File: src/rtl/lpf_frame_sequencer_if.sv
// Signal bundle between the frame sequencer and its neighbours: the pixel source,
// the 3x3 low-pass filter datapath and the output sink. The sequencer takes the master view.
interface lpf_frame_sequencer_if;
    logic       start;
    logic       in_valid;
    logic [7:0] in_data;
    logic       in_ready;
    logic       filt_rst;
    logic       filt_enable;
    logic       filt_enable_process;
    logic [7:0] filt_data;
    logic [7:0] filt_result;
    logic       out_valid;
    logic [7:0] out_data;
    logic       out_ready;
    logic       out_last;
    logic       busy;
    logic       done;

    modport master (
        input  start, in_valid, in_data, filt_result, out_ready,
        output in_ready, filt_rst, filt_enable, filt_enable_process, filt_data,
               out_valid, out_data, out_last, busy, done
    );

    modport slave (
        output start, in_valid, in_data, filt_result, out_ready,
        input  in_ready, filt_rst, filt_enable, filt_enable_process, filt_data,
               out_valid, out_data, out_last, busy, done
    );
endinterface

File: src/rtl/lpf_frame_sequencer.sv
// Frame controller for the 3x3 low-pass filter: clears the filter, loads one frame,
// then steps the filter once per output pixel under valid/ready backpressure.
module lpf_frame_sequencer #(
    parameter int DEPTH  = 410,
    parameter int WIDTH  = 361,
    parameter int PIXELS = DEPTH * WIDTH,
    parameter int CNT_W  = 18
) (
    input  logic                  clk,
    input  logic                  rst,
    lpf_frame_sequencer_if.master bus
);

    typedef enum logic [2:0] {
        IDLE,
        CLEAR,
        LOAD,
        PROCESS,
        DRAIN,
        DONE
    } state_t;

    localparam logic [CNT_W-1:0] LAST_IDX = CNT_W'(PIXELS - 1);

    state_t             state_q, state_d;
    logic [CNT_W-1:0]   load_cnt_q, load_cnt_d;
    logic [CNT_W-1:0]   proc_cnt_q, proc_cnt_d;
    logic               out_valid_q, out_valid_d;
    logic               out_last_q, out_last_d;
    logic               load_fire;
    logic               proc_fire;

    // A new process strobe is allowed only when the output slot is empty or being drained.
    assign load_fire = (state_q == LOAD) && bus.in_valid;
    assign proc_fire = (state_q == PROCESS) && (!out_valid_q || bus.out_ready);

    always_comb begin
        state_d     = state_q;
        load_cnt_d  = load_cnt_q;
        proc_cnt_d  = proc_cnt_q;
        out_valid_d = out_valid_q;
        out_last_d  = out_last_q;
        case (state_q)
            IDLE: begin
                if (bus.start) begin
                    state_d = CLEAR;
                end
            end
            CLEAR: begin
                load_cnt_d  = '0;
                proc_cnt_d  = '0;
                out_valid_d = 1'b0;
                out_last_d  = 1'b0;
                state_d     = LOAD;
            end
            LOAD: begin
                if (load_fire) begin
                    if (load_cnt_q == LAST_IDX) begin
                        state_d = PROCESS;
                    end else begin
                        load_cnt_d = load_cnt_q + CNT_W'(1);
                    end
                end
            end
            PROCESS: begin
                if (proc_fire) begin
                    out_valid_d = 1'b1;
                    out_last_d  = (proc_cnt_q == LAST_IDX);
                    if (proc_cnt_q == LAST_IDX) begin
                        state_d = DRAIN;
                    end else begin
                        proc_cnt_d = proc_cnt_q + CNT_W'(1);
                    end
                end else if (bus.out_ready) begin
                    out_valid_d = 1'b0;
                    out_last_d  = 1'b0;
                end
            end
            DRAIN: begin
                if (out_valid_q && bus.out_ready) begin
                    out_valid_d = 1'b0;
                    out_last_d  = 1'b0;
                    state_d     = DONE;
                end
            end
            DONE: begin
                state_d = IDLE;
            end
            default: begin
                state_d = IDLE;
            end
        endcase
    end

    always_ff @(posedge clk or negedge rst) begin
        if (!rst) begin
            state_q     <= IDLE;
            load_cnt_q  <= '0;
            proc_cnt_q  <= '0;
            out_valid_q <= 1'b0;
            out_last_q  <= 1'b0;
        end else begin
            state_q     <= state_d;
            load_cnt_q  <= load_cnt_d;
            proc_cnt_q  <= proc_cnt_d;
            out_valid_q <= out_valid_d;
            out_last_q  <= out_last_d;
        end
    end

    // The filter is held in reset for the whole time the sequencer itself is in reset.
    assign bus.filt_rst            = !rst || (state_q == CLEAR);
    assign bus.in_ready            = (state_q == LOAD);
    assign bus.filt_enable         = load_fire;
    assign bus.filt_enable_process = proc_fire;
    assign bus.filt_data           = bus.in_data;
    assign bus.out_valid           = out_valid_q;
    assign bus.out_data            = bus.filt_result;
    assign bus.out_last            = out_last_q;
    assign bus.busy                = (state_q != IDLE);
    assign bus.done                = (state_q == DONE);

endmodule

File: src/flat_wrapper.sv
// flat-port wrapper written by rule: the top's interface ports become plain ports
module lpf_frame_sequencer_flat 
#(
    parameter int DEPTH  = 410,
    parameter int WIDTH  = 361,
    parameter int PIXELS = DEPTH * WIDTH,
    parameter int CNT_W  = 18
)
  (clk, rst, bus_start, bus_in_valid, bus_in_data, bus_filt_result, bus_out_ready, bus_in_ready, bus_filt_rst, bus_filt_enable, bus_filt_enable_process, bus_filt_data, bus_out_valid, bus_out_data, bus_out_last, bus_busy, bus_done);
  lpf_frame_sequencer_if bus_i ();
  input  logic clk;
  input  logic rst;
  input wire logic [$bits(bus_i.start)-1:0] bus_start;
  input wire logic [$bits(bus_i.in_valid)-1:0] bus_in_valid;
  input wire logic [$bits(bus_i.in_data)-1:0] bus_in_data;
  input wire logic [$bits(bus_i.filt_result)-1:0] bus_filt_result;
  input wire logic [$bits(bus_i.out_ready)-1:0] bus_out_ready;
  output wire logic [$bits(bus_i.in_ready)-1:0] bus_in_ready;
  output wire logic [$bits(bus_i.filt_rst)-1:0] bus_filt_rst;
  output wire logic [$bits(bus_i.filt_enable)-1:0] bus_filt_enable;
  output wire logic [$bits(bus_i.filt_enable_process)-1:0] bus_filt_enable_process;
  output wire logic [$bits(bus_i.filt_data)-1:0] bus_filt_data;
  output wire logic [$bits(bus_i.out_valid)-1:0] bus_out_valid;
  output wire logic [$bits(bus_i.out_data)-1:0] bus_out_data;
  output wire logic [$bits(bus_i.out_last)-1:0] bus_out_last;
  output wire logic [$bits(bus_i.busy)-1:0] bus_busy;
  output wire logic [$bits(bus_i.done)-1:0] bus_done;
  assign bus_i.start = bus_start;
  assign bus_i.in_valid = bus_in_valid;
  assign bus_i.in_data = bus_in_data;
  assign bus_i.filt_result = bus_filt_result;
  assign bus_i.out_ready = bus_out_ready;
  assign bus_in_ready = bus_i.in_ready;
  assign bus_filt_rst = bus_i.filt_rst;
  assign bus_filt_enable = bus_i.filt_enable;
  assign bus_filt_enable_process = bus_i.filt_enable_process;
  assign bus_filt_data = bus_i.filt_data;
  assign bus_out_valid = bus_i.out_valid;
  assign bus_out_data = bus_i.out_data;
  assign bus_out_last = bus_i.out_last;
  assign bus_busy = bus_i.busy;
  assign bus_done = bus_i.done;
  lpf_frame_sequencer #(.DEPTH(DEPTH), .WIDTH(WIDTH), .PIXELS(PIXELS), .CNT_W(CNT_W)) u_core (.clk(clk), .rst(rst), .bus(bus_i));
endmodule
File: config.mk
export PLATFORM = sky130hd
export DESIGN_NAME = lpf_frame_sequencer_flat
export DESIGN_NICKNAME = d
export VERILOG_FILES = /design/src/rtl/lpf_frame_sequencer_if.sv /design/src/rtl/lpf_frame_sequencer.sv /design/src/flat_wrapper.sv
export SDC_FILE = /design/constraint.sdc
export NUM_CORES = 1
export LEC_CHECK = 0
export CORE_MARGIN = 10
export CORE_UTILIZATION = 58
export CTS_BUF_LIST = sky130_fd_sc_hd__clkbuf_4 sky130_fd_sc_hd__clkbuf_8
export DETAILED_ROUTE_END_ITERATION = 10
export GPL_TIMING_DRIVEN = 0
export PLACE_DENSITY = 0.87
export SYNTH_ARGS = -nofsm -noshare
export SYNTH_HDL_FRONTEND = slang
export SYNTH_SLANG_ARGS = --single-unit
File: constraint.sdc
create_clock -name clk -period 3.64 [get_ports clk]
set_input_delay 0.364 -clock clk [delete_from_list [all_inputs] [get_ports clk]]
set_output_delay 0.364 -clock clk [all_outputs]
set_load 0.1 [all_outputs]
==> results of run 1 <==
layer usage:
layer	part of all wire [%]	track usage [%]
met1	44	22.1
met2	45	25.3
met3	9.1	4.82
met4	1.8	4.94
met5	0	0
layout by cell type, fill, tap and decap left out, types with 11 or more instances in the layout:
cell type	Yosys	final
sky130_fd_sc_hd__or3_1	12	12
sky130_fd_sc_hd__dfrtp_1	41	41
sky130_fd_sc_hd__inv_1	21	21
sky130_fd_sc_hd__clkdlybuf4s50_1	0	27
sky130_fd_sc_hd__buf_4	17	17
sky130_fd_sc_hd__nand2_1	21	21
sky130_fd_sc_hd__nor2_1	11	11
sky130_fd_sc_hd__a21oi_1	14	14
sky130_fd_sc_hd__nand3_1	16	16
sky130_fd_sc_hd__o21ai_0	14	14
sky130_fd_sc_hd__nand4_1	12	12
worst max-delay path, delay by kind of cell, from the launching register on:
| kind | cells | cell delay (ns) |
|---|---|---|
| AND/OR/NAND/NOR | 1 | 0.22 |
| flip-flops | 1 | 0.39 |
| buffers and inverters | 5 | 2.21 |
registers in the layout, indices dropped and copies added, names as in the netlist:
signal	flops
u_core.bus.out_last	1
u_core.bus.out_valid	1
u_core.load_cnt_q	18
u_core.proc_cnt_q	18
u_core.state_q	3
report_power, final:
part           internal (mW)  switching, mW
clock                  0.159          0.150
combinational          0.138          0.253
sequential             0.521         0.0782
total                  0.818          0.481
kinds of logic (layout without fill, tap and decap cells):
| logic type | after synthesis | in the layout | synth area share (%) |
|---|---|---|---|
| AND/OR/NAND/NOR | 111 | 111 | 25.8 |
| AO/OA/AOI/OAI | 59 | 59 | 15.5 |
| buffers and inverters | 48 | 86 | 10.3 |
| flip-flops | 41 | 41 | 41.0 |
| multiplexers | 8 | 8 | 3.20 |
| XOR/XNOR | 6 | 6 | 2.10 |
| adder cells (fa/ha/maj) | 4 | 4 | 2.00 |
through the flow:
stage	TNS, ns	total power [mW]	area [µm²]	hold WS (ns)
after floorplan	0	0.886	2500	0.0684
after global placement	-0.211	0.971	2850	0.490
after detailed placement	0	0.988	2860	0.294
after CTS	0	1.30	2960	0.506
after global routing	0	1.38	2960	0.537
final	0	1.30	2960	0.502
layout make-up:
type                            count  area (µm²)
Buffer                             27         180
Clock buffer                        8        91.3
Fill cell                         298        1120
Inverter                           21        78.8
Multi-Input combinational cell    188        1220
Sequential cell                    41        1030
Tap cell                           50        62.6
Timing Repair Buffer               30         305
what timing repair did:
item                                   4_1_cts  5_1_grt
setup buffers                                0        0
hold buffers                                 1        0
endpoints found under the hold margin       13        0
worst min-delay path by stage:
stage	from	endpoint	slack, ns	depth (start not counted)
2_1_floorplan	rst	u_core.bus.out_last	0.07	0
3_3_place_gp	u_core.load_cnt_q[17]	u_core.load_cnt_q[17]	0.49	1
3_5_place_dp	rst	u_core.proc_cnt_q[7]	0.29	1
4_1_cts	rst	u_core.proc_cnt_q[7]	0.51	2
5_1_grt	rst	u_core.proc_cnt_q[2]	0.54	2
6_report	u_core.load_cnt_q[14]	u_core.load_cnt_q[14]	0.50	1
==> results by stage, run 1 <==
Placement:
- The number of placed instances, taps included is 356.
- The worst-case setup slack after placement is 0.344 ns.
- At the end of routability-driven placement, the weighted congestion stood at 0.837.
- Once detailed placement completed, the half-perimeter wirelength came to 4310 µm.
- The number of port buffers is 28.

Finish:
- Cells with a size suffix above 1 make up 12.1% of the layout.
- At the end of the flow the core is filled with cells to 72.5%.
- The area growth from synthesis to layout is 18.3%.
- The final layout contains 339 nets.
- The total inserted antenna cells is 0.
- Leaving out filler cells and counting taps, the final layout contains 365.

Worst setup path:
- The setup slack of the most critical reg-to-reg path is 1.29 ns.
- The startpoint type of the worst setup path is a register.
- In this run the worst setup path begins at u_core.state_q[0].
- The critical path goes through clkbuf_1 -> nand4bb_1 -> clkbuf_1 -> inv_1 -> clkbuf_1 -> clkdlybuf4s50_1.
- The data arrival time of the critical path is 3.12 ns.
- The stage delay of the slowest cell on the critical path is 1.23 ns.
- The startpoint identified for the worst register-to-register timing path is u_core.state_q[0].
- The endpoint of the lowest-slack register-to-register path is u_core.load_cnt_q[15].
- The classification of the worst setup path is reg -> out.
- In this run the worst setup path terminates at bus_filt_enable.
- The most numerous cell type found on the critical path is sky130_fd_sc_hd__clkbuf_1.
- STA classifies the critical path endpoint as a primary output.
- The biggest fanout along the worst timing path is 10.
- At the worst endpoint, the required time is 3.28 ns.
- For this design, the slowest cell found on the critical path is sky130_fd_sc_hd__clkdlybuf4s50_1.
- For the worst flop-to-flop path, the logic depth is 6.

Logic synthesis:
- Counting every net in the synthesized netlist gives 302.
- A synthesized cell averages 9.04 µm².
- The synthesized design devotes to its leading area cell type 41.0% of total area.
- The largest area contributor in the synthesized netlist is sky130_fd_sc_hd__dfrtp_1.
- After synthesis, the most frequently instantiated cells are sky130_fd_sc_hd__dfrtp_1, sky130_fd_sc_hd__inv_1, sky130_fd_sc_hd__nand2_1, sky130_fd_sc_hd__buf_4, sky130_fd_sc_hd__nand3_1.
- The commonest register cell after synthesis is sky130_fd_sc_hd__dfrtp_1.
- Yosys instantiated no cell more often than sky130_fd_sc_hd__dfrtp_1.
- During synthesis, Yosys emitted a total of 0 warnings.
- Sorting the synthesized cells by area gives the leading types as sky130_fd_sc_hd__dfrtp_1, sky130_fd_sc_hd__buf_4, sky130_fd_sc_hd__mux2i_1, sky130_fd_sc_hd__nand3_1, sky130_fd_sc_hd__inv_1.
- The cell area after technology mapping is 2500 µm².
- The number of flops mapped to enable cells by yosys is 0.
- The register bit count reported by yosys is 41.
- The number of standard cells after synthesis is 277.
- The count of different cell masters after synthesis is 48.
- The share of async-settable or async-resettable flops after synthesis is 100%.
- Sequential cells were found to cover 41.0% of the synthesized design area.

Floorplanning:
- The die is 85.7 µm tall.
- The core region is 4090 µm².
- The number of standard-cell rows in the floorplan is 23.
- Once the floorplan was initialized, standard cells occupied 61.3% of the core.
- In this run the horizontal extent of the chip is 85.7 µm.
- In this run the count of I/O pins placed on the die edge is 45.
- The full die area is 7340 µm².

STA:
- The count of endpoints failing setup in the final report is 0.
- Headroom to the max-slew limit came out at 34.3%.
- The final clock skew is 0.00533 ns.
- Setup repair after global routing left no endpoint under its margin.
- The final number of max-transition violations is 0.
- Of the available clock period, the critical path in the final layout requires 95.8%.
- For the pin with the worst max-slew slack, the measured transition is 0.983 ns.
- The final hold violation count is 0.
- In the post-route analysis, the smallest setup slack over all paths is 0.152 ns.
- Timing would allow up to 287 MHz.
- After layout, the minimum clock period comes to 3.49 ns.

Power and ir drop:
- The worst-case IR drop observed on VDD is 0.265 mV.
- For this design the static power due to leakage is 1.27 nW.
- The ratio of total power to cell area is 438 nW/µm².

Global route:
- The global-route wire length before repair is 10,200 µm.
- The initial antenna violation count was 0.
- The pin count of the biggest net entering global routing is 30.
- Global routing consumed, over all layers together, 16.6% of the routing resources.
- The total overflow left after global routing is 0.
- The number of global-route vias before repair is 2,105.

Drt:
- The number of vias after detailed routing is 2,331.
- The number of optimization iterations in the first detailed-route pass is 5.
- Wires add up to 5960 µm.
- The per-cell routed wire length is 16.3 µm.
- In the routed layout, each cell is associated on average with a via count of 6.39.
- The detailed router's first-iteration violation count is 354.
- In this run the remaining antenna-violating nets after routing total 0.
- The post-detailed-route DRC marker count is 0.

Clocking:
- The insertion delay to the later sink of the worst-skew pair is 0.29 ns.
- The post-cts sizing count is 0.
- TritonCTS built the clock tree.
- Counting along the longest clock path gives a buffer depth of 2.
- The tree is rooted in a sky130_fd_sc_hd__clkbuf_8.
- The number of H-tree levels is 2.
- The clock-pin slew of the registers on the worst-case setup and hold paths is 0.08 ns.
- The number of clock sinks seen by CTS is 41.
- The number of buffers created by CTS is 5.

Worst hold path:
- The worst min-delay path category is reg -> reg.

Run status:
- The run finished with clean final reports.

Flow run:
- The total of max-cap violations is 0.
(Power assumes the default switching activity.)
==> run 2, diff against run 1 <==
--- a/config.mk
+++ b/config.mk
@@ -11,6 +11,7 @@
 export DETAILED_ROUTE_END_ITERATION = 10
 export GPL_TIMING_DRIVEN = 0
 export PLACE_DENSITY = 0.87
+export SETUP_SLACK_MARGIN = 0.15
 export SYNTH_ARGS = -nofsm -noshare
 export SYNTH_HDL_FRONTEND = slang
 export SYNTH_SLANG_ARGS = --single-unit
==> run 2 against run 1 <==
Net effect: combinational power hardly changed; register-to-register slack is essentially flat; clock-buffer cell count unchanged; hold slack hardly changed; setup slack better by 0.29 ns; global-route usage unchanged; critical endpoint is now bus_in_ready.
==> results by stage, run 2 (same netlist as run 1, synthesis figures left out) <==
STA:
- The final number of max-transition violations is 0.
- The final hold violation count is 0.
- After layout, the worst path uses 88.0% of the clock period.
- At the pin with the least slew margin, the transition time is 0.982 ns.
- Setup repair after global routing left no endpoint under its margin.
- The clock arrives with 0.00766 ns of skew.
- The worst setup margin is 0.438 ns.
- Setup violations remaining at the end of the flow were counted as 0.
- The fmax is 312 MHz.
- Measured against its own limit, the worst slew margin works out to 34.3%.
- The clock period could shrink to 3.20 ns.

Worst setup path:
- The biggest fanout along the worst timing path is 10.
- The nature of the critical path endpoint is a primary output.
- The required time at the endpoint of the critical path is 3.28 ns.
- The startpoint type of the worst setup path is a register.
- The worst reg2reg path depth is 6.
- For the worst setup path, the data arrival time is 2.84 ns.
- The startpoint of the most critical setup path is u_core.state_q[2].
- In this run the critical register-to-register path is captured at u_core.load_cnt_q[15].
- The critical path is of the reg -> out type.
- The setup slack of the most critical reg-to-reg path is 1.29 ns.
- The worst reg2reg path startpoint is u_core.state_q[0].
- Following the worst setup path forward leads to its endpoint at bus_in_ready.

Clocking:
- The clock reaches the later pin of the worst-skew pair after 0.30 ns.
- The clock-pin slew of the registers on the worst-case setup and hold paths is 0.08 ns.
- The number of buffers created by CTS is 5.
- The clock tree from TritonCTS is built.
- The clock net in this run drives a total of 41 sinks.
- The root buffer cell chosen for the clock tree is sky130_fd_sc_hd__clkbuf_8.
- CTS built an H-tree with a depth of 2.
- The maximum buffer depth of the clock tree is 2.

Flow run:
- Max-cap violations in this run came to 0.

Drt:
- The first detailed-routing pass took 5 iterations.
- After detailed routing, the average wire length per cell comes to 16.4 µm.
- The number of vias after detailed routing is 2,319.
- The detailed router's first-iteration violation count is 342.
- For this run, design rule violations remaining after detail routing come to 0.
- The average via count per standard cell is 6.35.
- The remaining number of nets flagged by the antenna check after routing is 0.
- The total length of routed wires is 5980 µm.

Finish:
- In the final layout, the registers with the most flip-flops are u_core.load_cnt_q: 18 flops, u_core.proc_cnt_q: 18 flops, u_core.state_q: 3 flops.
- Cells fill 72.6% of the core in the end.
- In the final layout, the share of cells above drive strength 1 is 12.1%.
- The total inserted antenna cells is 0.
- The multi-input combinational cells in the finished layout cover a total of 1220 µm².
- The sequential cell area in the final layout is 1030 µm².
- Fill cells in the final layout number 297.
- After the flow finishes, the layout carries non-filler instances totaling 365.
- The number of nets in the layout is 339.
- The library cell used most frequently in the layout, excluding fill and tap cells, is sky130_fd_sc_hd__dfrtp_1.
- The growth of design area from synthesis to finish is 18.5%.
- The top cell types in the final layout, fill and taps aside, are sky130_fd_sc_hd__dfrtp_1, sky130_fd_sc_hd__clkdlybuf4s50_1, sky130_fd_sc_hd__inv_1, sky130_fd_sc_hd__nand2_1, sky130_fd_sc_hd__buf_4.

Floorplanning:
- The number of standard-cell rows in the floorplan is 23.
- The floorplan step defined a die boundary enclosing 7340 µm².
- 45 I/O pins were placed.
- The initial utilization of the core area, before any placement, comes to 61.3%.
- The die outline width is 85.7 µm.
- The core region is 4090 µm².
- The vertical die dimension is 85.7 µm.

Global route:
- The first global-routing pass estimated 10,200 µm of wire.
- The layer with the highest usage is met2.
- Summed over all layers, the global routing overflow is 0.
- The initial antenna violation count came to 0.
- In the global route stage, met3 resource usage came out at 4.82%.
- Global routing consumed, on the met1 layer, 22.1% of the routing resources.
- The routing usage on met2 is 25.3%.
- Global routing consumed, over all layers together, 16.6% of the routing resources.
- The number of global-route vias before repair is 2,105.
- The pin count of the biggest net entering global routing is 30.

Run status:
- The run finished with clean final reports.

Placement:
- The number of placed instances, taps included is 356.
- The number of port buffers is 28.
- Detailed placement finished with a half-perimeter wire length of 4310 µm.
- The placer's final routability congestion estimate is 0.837.
- The worst-case setup slack after placement is 0.344 ns.

Power and ir drop:
- The post-layout total power is 1.31 mW.
- VDD sags by at most 0.266 mV.
- For this design the ratio of total power to cell area is 440 nW/µm².
- The leakage power of the design is 1.29 nW.

Worst hold path:
- The worst min-delay path category is in -> async.
[run 2: layout make-up]
class	instances	area share, %
Tap cell	50	2.11
Sequential cell	41	34.6
Buffer	27	6.07
Multi-Input combinational cell	188	41.1
Inverter	21	2.66
Timing Repair Buffer	30	10.5
Clock buffer	8	3.08
[run 2: metal layers]
| layer | share of wire [%] | vias to the layer above |
|---|---|---|
| li1 | - | 1091 |
| met1 | 44 | 1114 |
| met2 | 46 | 104 |
| met3 | 8.5 | 10 |
| met4 | 1.6 | 0 |
| met5 | 0 | - |
[run 2: power by group]
part           internal [mW]  switching (mW)  leakage [nW]
sequential             0.521          0.0779         0.411
combinational          0.138           0.254         0.830
clock                  0.159           0.156        0.0498
[run 2: worst min-delay path by stage]
stage | startpoint | endpoint | cells past startpoint
final | rst | u_core.proc_cnt_q[7] | 2
after global routing | rst | u_core.proc_cnt_q[2] | 2
after CTS | rst | u_core.proc_cnt_q[7] | 2
after detailed placement | rst | u_core.proc_cnt_q[7] | 1
after global placement | u_core.load_cnt_q[17] | u_core.load_cnt_q[17] | 1
after floorplan | rst | u_core.bus.out_last | 0
[run 2: critical path, stage by stage, from the launching register on]
cell                              delay (ns)
sky130_fd_sc_hd__dfrtp_1                0.41
sky130_fd_sc_hd__clkbuf_1               0.20
sky130_fd_sc_hd__or3_1                  0.51
sky130_fd_sc_hd__inv_1                  0.24
sky130_fd_sc_hd__clkdlybuf4s50_1        1.18
[run 2: per-stage QoR]
stage | setup TNS, ns | cell area (µm²) | hold WS (ns)
6_report | 0 | 2970 | 0.501
5_1_grt | 0 | 2970 | 0.537
4_1_cts | 0 | 2960 | 0.506
3_5_place_dp | 0 | 2860 | 0.294
3_3_place_gp | -0.211 | 2850 | 0.490
2_1_floorplan | 0 | 2500 | 0.0684
[run 2: what timing repair did]
action / in CTS / in global routing
hold buffers: 1 / 0
buffers inserted: 0 / 0
gates resized for setup: 0 / 2
hold endpoints to repair: 13 / 0
endpoints found under the setup margin: 0 / 2
